[src/rtl/param_stream_mux.sv]
// N-channel valid/ready stream multiplexer with a single registered output stage.
// Selection is by address (MODE 0) or round-robin (MODE 1) and is held for a whole packet.
module param_stream_mux #(
    parameter int NUM_CH = 4,
    parameter int WIDTH  = 8,
    parameter int SEL_W  = 2,
    parameter int MODE   = 0
) (
    input  logic                    clk,
    input  logic                    reset_n,
    input  logic [SEL_W-1:0]        sel,
    input  logic [NUM_CH-1:0]       in_valid,
    output logic [NUM_CH-1:0]       in_ready,
    input  logic [NUM_CH*WIDTH-1:0] in_data,
    input  logic [NUM_CH-1:0]       in_last,
    output logic                    out_valid,
    input  logic                    out_ready,
    output logic [WIDTH-1:0]        out_data,
    output logic                    out_last,
    output logic [SEL_W-1:0]        out_ch
);

    logic             lock;
    logic [SEL_W-1:0] lock_ch;
    logic [SEL_W-1:0] rr_ptr;
    logic             load_en;
    logic             gnt_vld;
    logic [SEL_W-1:0] gnt;
    logic [SEL_W:0]   rr_idx;
    logic             xfer;
    logic [WIDTH-1:0] xfer_data;
    logic             xfer_last;
    logic [SEL_W-1:0] rr_next;

    assign load_en = !out_valid || out_ready;

    always_comb begin
        gnt_vld = 1'b0;
        gnt     = '0;
        rr_idx  = '0;
        if (lock) begin
            gnt_vld = 1'b1;
            gnt     = lock_ch;
        end else if (MODE == 0) begin
            gnt     = sel;
            gnt_vld = ({1'b0, sel} < (SEL_W+1)'(NUM_CH));
        end else begin
            // Scan offsets high to low so the smallest offset from rr_ptr wins.
            for (int k = NUM_CH-1; k >= 0; k--) begin
                rr_idx = {1'b0, rr_ptr} + (SEL_W+1)'(k);
                if (rr_idx >= (SEL_W+1)'(NUM_CH))
                    rr_idx = rr_idx - (SEL_W+1)'(NUM_CH);
                if (in_valid[rr_idx[SEL_W-1:0]]) begin
                    gnt_vld = 1'b1;
                    gnt     = rr_idx[SEL_W-1:0];
                end
            end
        end
    end

    // Reset also blocks in_ready so producers never see a handshake while held in reset.
    always_comb begin
        in_ready  = '0;
        xfer_data = '0;
        xfer_last = 1'b0;
        for (int i = 0; i < NUM_CH; i++) begin
            if (gnt == SEL_W'(i)) begin
                in_ready[i] = reset_n && load_en && gnt_vld;
                xfer_data   = in_data[i*WIDTH +: WIDTH];
                xfer_last   = in_last[i];
            end
        end
    end

    assign xfer    = |(in_valid & in_ready);
    assign rr_next = (gnt == SEL_W'(NUM_CH-1)) ? '0 : gnt + SEL_W'(1);

    always_ff @(posedge clk or negedge reset_n) begin
        if (!reset_n) begin
            out_valid <= 1'b0;
            out_data  <= '0;
            out_last  <= 1'b0;
            out_ch    <= '0;
            lock      <= 1'b0;
            lock_ch   <= '0;
            rr_ptr    <= '0;
        end else begin
            if (xfer) begin
                out_valid <= 1'b1;
                out_data  <= xfer_data;
                out_last  <= xfer_last;
                out_ch    <= gnt;
                if (xfer_last) begin
                    lock <= 1'b0;
                    if (MODE == 1)
                        rr_ptr <= rr_next;
                end else begin
                    lock    <= 1'b1;
                    lock_ch <= gnt;
                end
            end else if (out_ready) begin
                out_valid <= 1'b0;
            end
        end
    end

endmodule

[config.mk]
export PLATFORM = sky130hd
export DESIGN_NAME = param_stream_mux
export DESIGN_NICKNAME = d
export VERILOG_FILES = /design/src/rtl/param_stream_mux.sv
export SDC_FILE = /design/constraint.sdc
export NUM_CORES = 1
export LEC_CHECK = 0
export CAP_MARGIN = 5
export CORE_AREA = 2 2 53 55
export CTS_CLUSTER_DIAMETER = 200
export DETAILED_ROUTE_END_ITERATION = 16
export DIE_AREA = 0 0 55 57
export GPL_TIMING_DRIVEN = 0
export PLACE_DENSITY = 0.83
export SYNTH_ARGS = -nofsm -noshare
export SYNTH_HDL_FRONTEND = slang
export SYNTH_SLANG_ARGS = --single-unit
export TNS_END_PERCENT = 30
[constraint.sdc]
create_clock -name clk -period 4.6 [get_ports clk]
set_input_delay 1.15 -clock clk [delete_from_list [all_inputs] [get_ports clk]]
set_output_delay 1.15 -clock clk [all_outputs]
set_load 0.03 [all_outputs]
==> metrics.md, run 1 <==
| Metric | Value |
|---|---|
| Status | `complete, no violations` |
| Clock Sinks | `15` |
| Vias | `1119` |
| R2R setup slack | `between 2000 and 3000 ps` |
| Endpoints failing setup | `0` |
| Worst path cell trace | `clkdlybuf4s50_1 -> mux2i_4 -> clkbuf_1 -> nor3_1 -> clkdlybuf4s50_1` |
| Final Hold Vio Count | `0` |
| Most frequent cell after synthesis | `nand2_1` |
| Most frequent CP cell | `clkdlybuf4s50_1` |
| Syn_area_per_cell | `7.546 um2` |
| Power Dens Cells | `~600 nW/um2` |
| Maximum vdd drop | `0.0003643 V` |
| GPL Wtd Cong | `0.8706` |
| P_int | `514.4 uW` |
| # fillers | `between 200 and 250` |
| Input/output buffers | `60` |
| CP Max Fanout | `10` |
| CP Data Required Time | `between 3000 and 4000 ps` |
| Mapped Nets | `173` |
| Net Sw Power | `472.4 uW` |
| Clock power share | `0.082` |
| Distinct cells, synth | `19` |
| Finished Core Util | `0.6282` |
| CP startpoint kind | `input port` |
| F_max | `around 230 MHz` |
| Hold path depth | `2` |
| Critical path data arrival time | `3180 ps` |
| P_leak | `roughly 0.00075 uW` |
| DRT iter0 DRCs | `16` |
| Synth Instances | `128` |
| Routed Antenna Nets | `0` |
| IO Count | `roughly 60` |
| #FFs+latches synth | `15` |
| Worst hold-check path type | `flip-flop to flip-flop` |
| Hold_buf cts | `0` |
| # DRC | `0` |
| # rows | `19` |
| Primary FF master, synth | `dfrtp_1` |
| GRT Overall Usage | `0.2044` |
| Synth top area share | `0.3886` |
| Vias in the first global route | `1078` |
| # H-tree levels | `1` |
| TritonRoute pass-1 iters | `4` |
| Layout area overhead | `70.08%` |
| Ant. Diodes | `0` |
| Global-route wire length before repair | `roughly 4700 um` |
| Postcts setup bufs | `0` |
| Effective utilization at floorplan | `0.3694` |
| Worst-margin pin slew | `797.2 ps` |
| Layout Nets | `roughly 240` |
| Clock buffer depth | `2` |
| Logic pwr share | `0.684` |
| Fin Clk Skew | `9.896 ps` |
| GRT overflow | `0` |
| Minimum period implied by the final worst setup slack | `approximately 4300 ps` |
| Relative slew slack | `0.4676` |
| Synth area leader | `dfrtp_1` |
| Die Y | `57 um` |
| Initial antenna violation count | `0` |
| Worst path bufs/invs | `3` |
| Final max-slew violation count | `0` |
| Max incr delay on CP | `610 ps` |
| Synth area leaders | `dfrtp_1, nand2_1, o21ai_0` |
| CTS tree | `yes` |
| Sequential share of power | `0.234` |
| Crit path kind | `input port to primary output` |
| Reg2Reg Depth | `6` |
| RSZ-0062 raised after global routing | `false` |
| Avg WL per Cell | `13.63 um` |
| Critical Path Stages | `5` |
| Post-Route WL | `3040 um` |
| CTS resizes | `0` |
| Maxcap violations | `0` |
| Share of cells above drive strength 1 | `0.06771` |
| Die ar. | `roughly 3100 um2` |
| Switching power share of the total | `0.4787` |
| Root buf cell | `clkbuf_4` |
| Final HPWL DP | `2326 um` |
| CP endpoint kind | `primary output` |
| Synth top cells by count | `nand2_1, o21ai_0, dfrtp_1` |
| Final Cycle Share | `0.9422` |
| CTS buffer count | `3` |
| Largest net degree at the start of global routing | `18` |
| Worst path top cell family by delay | `buffers and inverters` |
| Die Wd | `55 um` |
| TNS Setup | `0 ps` |
| Clock-pin slew on the worst setup and hold paths | `90 ps` |
| Crit-path slowest cell | `clkdlybuf4s50_1` |
| Clk_lat worst skew | `290 ps` |
| Sequential share of the synthesized area | `0.3886` |
| Core area | `2615 um2` |
| Synth warnings | `0` |
| Asr flop ratio synth | `1.000` |
| Synthesized area | `965.9 um2` |
| Via/cell ratio | `approximately 5.0` |
| Post-synth EDFFs | `0` |
-- power by group through the flow --
stage                     Clock, uW  Sequential, uW  Combinational (uW)
final                          80.7             231                 675
after global routing           86.8             239                 736
after CTS                      79.4             230                 673
after detailed placement          0             233                 670
after global placement            0             230                 652
after floorplan                   0             328                 327
-- sequential cells by signal, indices dropped and copies added (netlist names) --
signal / flops
lock: 1
out_ch: 2
out_data: 8
lock_ch: 2
out_last: 1
out_valid: 1
-- per-layer routing --
layer / share of wire / vias up / GRT usage
met5: 0 / - / 0
met4: 0.0046 / 0 / 0.07317
met3: 0.049 / 2 / 0.02356
met2: 0.53 / 33 / 0.3656
met1: 0.42 / 529 / 0.2429
li1: - / 555 / -
-- layout make-up --
cell class | instances | area [um2] | share of cell area
multi-input combinational | 104 | 555.5 | 0.3382
clock buffer | 4 | 26.28 | 0.01599
buffer | 8 | 40.04 | 0.02437
inverter | 1 | 3.754 | 0.002285
tap | 31 | 38.79 | 0.02361
sequential | 15 | 375.4 | 0.2285
timing repair buffer | 60 | 603.1 | 0.3671
-- through the flow --
step | hold WS [ps] | worst slack [ps] | instances | instance area (um2) | power, uW
finish | 488.5 | 266.0 | 223 | 1643 | 986.7
global route | 513.2 | 167.8 | 223 | 1643 | 1062
CTS | 494.2 | 32.43 | 223 | 1632 | 982.5
detailed placement | 471.6 | 34.62 | 219 | 1605 | 903.3
global placement | 459.1 | 92.27 | 219 | 1605 | 881.7
floorplan | 504.6 | 1096 | 128 | 965.9 | 655.8
-- cell families after synthesis --
logic type | synth area share
buffers and inverters | 0.04533
and+or+nand+nor | 0.3070
AOI/OAI and AO/OA | 0.1114
muxes | 0.1477
DFF | 0.3886
-- worst register-to-register path, cell delays in order, from the launching register on --
cell	delay, ps
dfrtp_1	390
buf_6	140
mux2_4	350
mux4_2	350
nand3_2	100
nor2_1	290
mux2_4	330
-- path summary, 6_finish.rpt --
path	startpoint	to
max in group asynchronous	reset_n	out_data[3]$_DFFE_PN0P_
hold reg to reg	out_data[0]$_DFFE_PN0P_	out_data[0]$_DFFE_PN0P_
setup reg to reg	lock$_DFFE_PN0P_	lock_ch[1]$_DFFE_PN0P_
min in group asynchronous	reset_n	out_ch[1]$_DFFE_PN0P_
setup / recovery	sel[1]	in_ready[2]
hold / removal	out_data[0]$_DFFE_PN0P_	out_data[0]$_DFFE_PN0P_
-- placed cells by master (no fill, tap or decap), types with 2 or more instances in the layout --
| cell | Yosys | layout |
|---|---|---|
| clkbuf_1 | 5 | 6 |
| mux2_4 | 3 | 3 |
| clkdlybuf4s50_1 | 0 | 59 |
| nand2_1 | 56 | 56 |
| buf_2 | 2 | 2 |
| mux2i_1 | 5 | 5 |
| nand2b_1 | 2 | 2 |
| clkbuf_4 | 0 | 3 |
| o21ai_0 | 19 | 19 |
| nand3_1 | 8 | 8 |
| dfrtp_1 | 15 | 15 |
| nor3_1 | 4 | 4 |
Note: power is estimated with default switching activity, not from simulation.
==> run 2: changes to the inputs <==
==> constraint.sdc (replaced) <==
create_clock -name clk -period 5.1 [get_ports clk]
set_input_delay 1.275 -clock clk [delete_from_list [all_inputs] [get_ports clk]]
set_output_delay 1.275 -clock clk [all_outputs]
set_load 0.03 [all_outputs]
==> metrics.md, run 2 (synthesis results as in run 1) <==
| Metric | Value |
|---|---|
| GPL Wtd Cong | `0.8706 (unchanged)` |
| # H-tree levels | `1 (unchanged)` |
| Clock Sinks | `15 (unchanged)` |
| Layout area overhead | `68.91%` |
| Final Hold Vio Count | `0 (unchanged)` |
| CTS buffer count | `3 (unchanged)` |
| Final max-slew violation count | `0 (unchanged)` |
| Critical path data arrival time | `3470 ps (+290 ps)` |
| Effective utilization at floorplan | `0.3694 (unchanged)` |
| Via/cell ratio | `5.045 (+0.54%)` |
| DRT iter0 DRCs | `32 (+16)` |
| Core area | `2615 um2 (unchanged)` |
| P_leak | `0.0007393 uW (-1.4%)` |
| F_max | `210.6 MHz` |
| GRT Overall Usage | `0.2044 (unchanged)` |
| Worst-margin pin slew | `764.3 ps (-32.99 ps)` |
| Die ar. | `3135 um2 (unchanged)` |
| Input/output buffers | `60 (unchanged)` |
| Final Cycle Share | `0.9313` |
| TNS Setup | `0 ps (unchanged)` |
| Root buf cell | `clkbuf_4` |
| Max FFs per register | `8 (unchanged)` |
| GRT overflow | `0 (unchanged)` |
| Die Wd | `55 um (unchanged)` |
| Fin Clk Skew | `5.914 ps (-3.982 ps)` |
| Endpoints failing setup | `0 (unchanged)` |
| Routed Antenna Nets | `0 (unchanged)` |
| Most common cell after layout, fill and taps aside | `clkdlybuf4s50_1` |
| Maxcap violations | `0 (unchanged)` |
| Post-Route WL | `3006 um (-1.1%)` |
| Clock buffer depth | `2 (unchanged)` |
| Largest net degree at the start of global routing | `18 (unchanged)` |
| Layout Nets | `238 (unchanged)` |
| Biggest register | `out_data` |
| CTS tree | `yes` |
| Biggest regs | `out_data x8, lock_ch x2, out_ch x2` |
| Maximum vdd drop | `0.0003682 V (+1.1%)` |
| Initial antenna violation count | `0 (unchanged)` |
| Clock-pin slew on the worst setup and hold paths | `90 ps (about the same)` |
| # rows | `19 (unchanged)` |
| # fillers | `251 (+0.80%)` |
| Status | `complete, no violations` |
| Finished Core Util | `0.6239 (-0.004307)` |
| Vias in the first global route | `1078 (unchanged)` |
| Share of cells above drive strength 1 | `0.06771 (unchanged)` |
| Die Y | `57 um (unchanged)` |
| Relative slew slack | `0.4889 (+0.02126)` |
| Worst Slack Setup Final | `350.6 ps (+84.55 ps)` |
| CTS resizes | `0 (unchanged)` |
| IO Count | `61 (unchanged)` |
| Vias | `1125 (+0.54%)` |
| Power Dens Cells | `539.8 nW/um2 (-10%)` |
| Worst hold-check path type | `flip-flop to flip-flop` |
| Commonest non-fill, non-tap cells in the layout | `clkdlybuf4s50_1, nand2_1, o21ai_0` |
| Reg area | `375.4 um2 (unchanged)` |
| DP Worst Slack | `284.6 ps (+250.0 ps)` |
| RSZ-0062 raised after global routing | `false` |
| CP Max Fanout | `17 (+7)` |
| Minimum period implied by the final worst setup slack | `4749 ps` |
| Busiest grt layer | `met2` |
| Ant. Diodes | `0 (unchanged)` |
| TritonRoute pass-1 iters | `4 (unchanged)` |
| CP endpoint kind | `primary output` |
| Crit path kind | `input port to primary output` |
| Met3 usage | `0.02356 (unchanged)` |
| CP Data Required Time | `3830 ps (+380 ps)` |
| Postcts setup bufs | `0 (unchanged)` |
| Multi-input logic area | `546.8 um2 (-1.6%)` |
| Final HPWL DP | `2326 um (unchanged)` |
| Met2 Usage GRT | `0.3656 (unchanged)` |
| # DRC | `0 (unchanged)` |
| CP startpoint kind | `input port` |
| M1 GR Usage | `0.2429 (unchanged)` |
| Clk_lat worst skew | `290 ps (about the same)` |
| Global-route wire length before repair | `4664 um (unchanged)` |
| Avg WL per Cell | `13.48 um (-1.1%)` |
| Hold_buf cts | `0 (unchanged)` |
==> run 2: cell types whose count changed in the layout (fill, tap and decap cells not counted), sizes merged <==
| cell | before | now |
|---|---|---|
| clkdlybuf4s50 | 59 | 60 |
| dlymetal6s2s | 1 | 0 |
==> run 2: per-stage QoR <==
stage / area [um2] / power (uW) / std cells / hold WS [ps]
after floorplan: 965.9 / 591.5 / 128 / 504.6
after global placement: 1605 / 795.2 / 219 / 459.1
after detailed placement: 1605 / 814.7 / 219 / 471.6
after CTS: 1632 / 886.2 / 223 / 494.2
after global routing: 1632 / 950.7 / 223 / 512.3
final: 1632 / 880.8 / 223 / 488.3
==> run 2: layout make-up <==
| class | instances | area share |
|---|---|---|
| repair buffers | 60 | 0.3681 |
| flip-flops and latches | 15 | 0.2301 |
| multi-input cells | 104 | 0.3351 |
| clock buffers | 4 | 0.01610 |
| plain buffers | 8 | 0.02454 |
| well taps | 31 | 0.02377 |
| inverters | 1 | 0.002301 |
==> run 2: worst paths after layout <==
kind	from	end	slack [ps]	cells after the start
max	reset_n	in_ready[2]	350	4
min	out_data[0]$_DFFE_PN0P_	out_data[0]$_DFFE_PN0P_	490	2
max reg2reg	lock$_DFFE_PN0P_	lock_ch[1]$_DFFE_PN0P_	2970	6
min reg2reg	out_data[0]$_DFFE_PN0P_	out_data[0]$_DFFE_PN0P_	490	2
max in group asynchronous	reset_n	out_data[3]$_DFFE_PN0P_	3200	1
min in group asynchronous	reset_n	out_ch[1]$_DFFE_PN0P_	1420	1
==> run 2: power by group <==
part | total, uW | leakage, uW | switching (uW) | internal, uW
combinational | 601 | 0.000541 | 348 | 254
clock | 72.1 | 0.0000150 | 41.8 | 30.4
sequential | 207 | 0.000183 | 31.3 | 176
==> run 2: worst max-delay path, stage by stage <==
cell	delay [ps]
clkdlybuf4s50_1	960
nand2_1	290
nor3_1	230
clkdlybuf4s50_1	700
==> run 2: metal layers <==
layer | vias to the layer above | part of all wire
li1 | 557 | -
met1 | 524 | 0.42
met2 | 40 | 0.52
met3 | 4 | 0.051
met4 | 0 | 0.010
met5 | - | 0
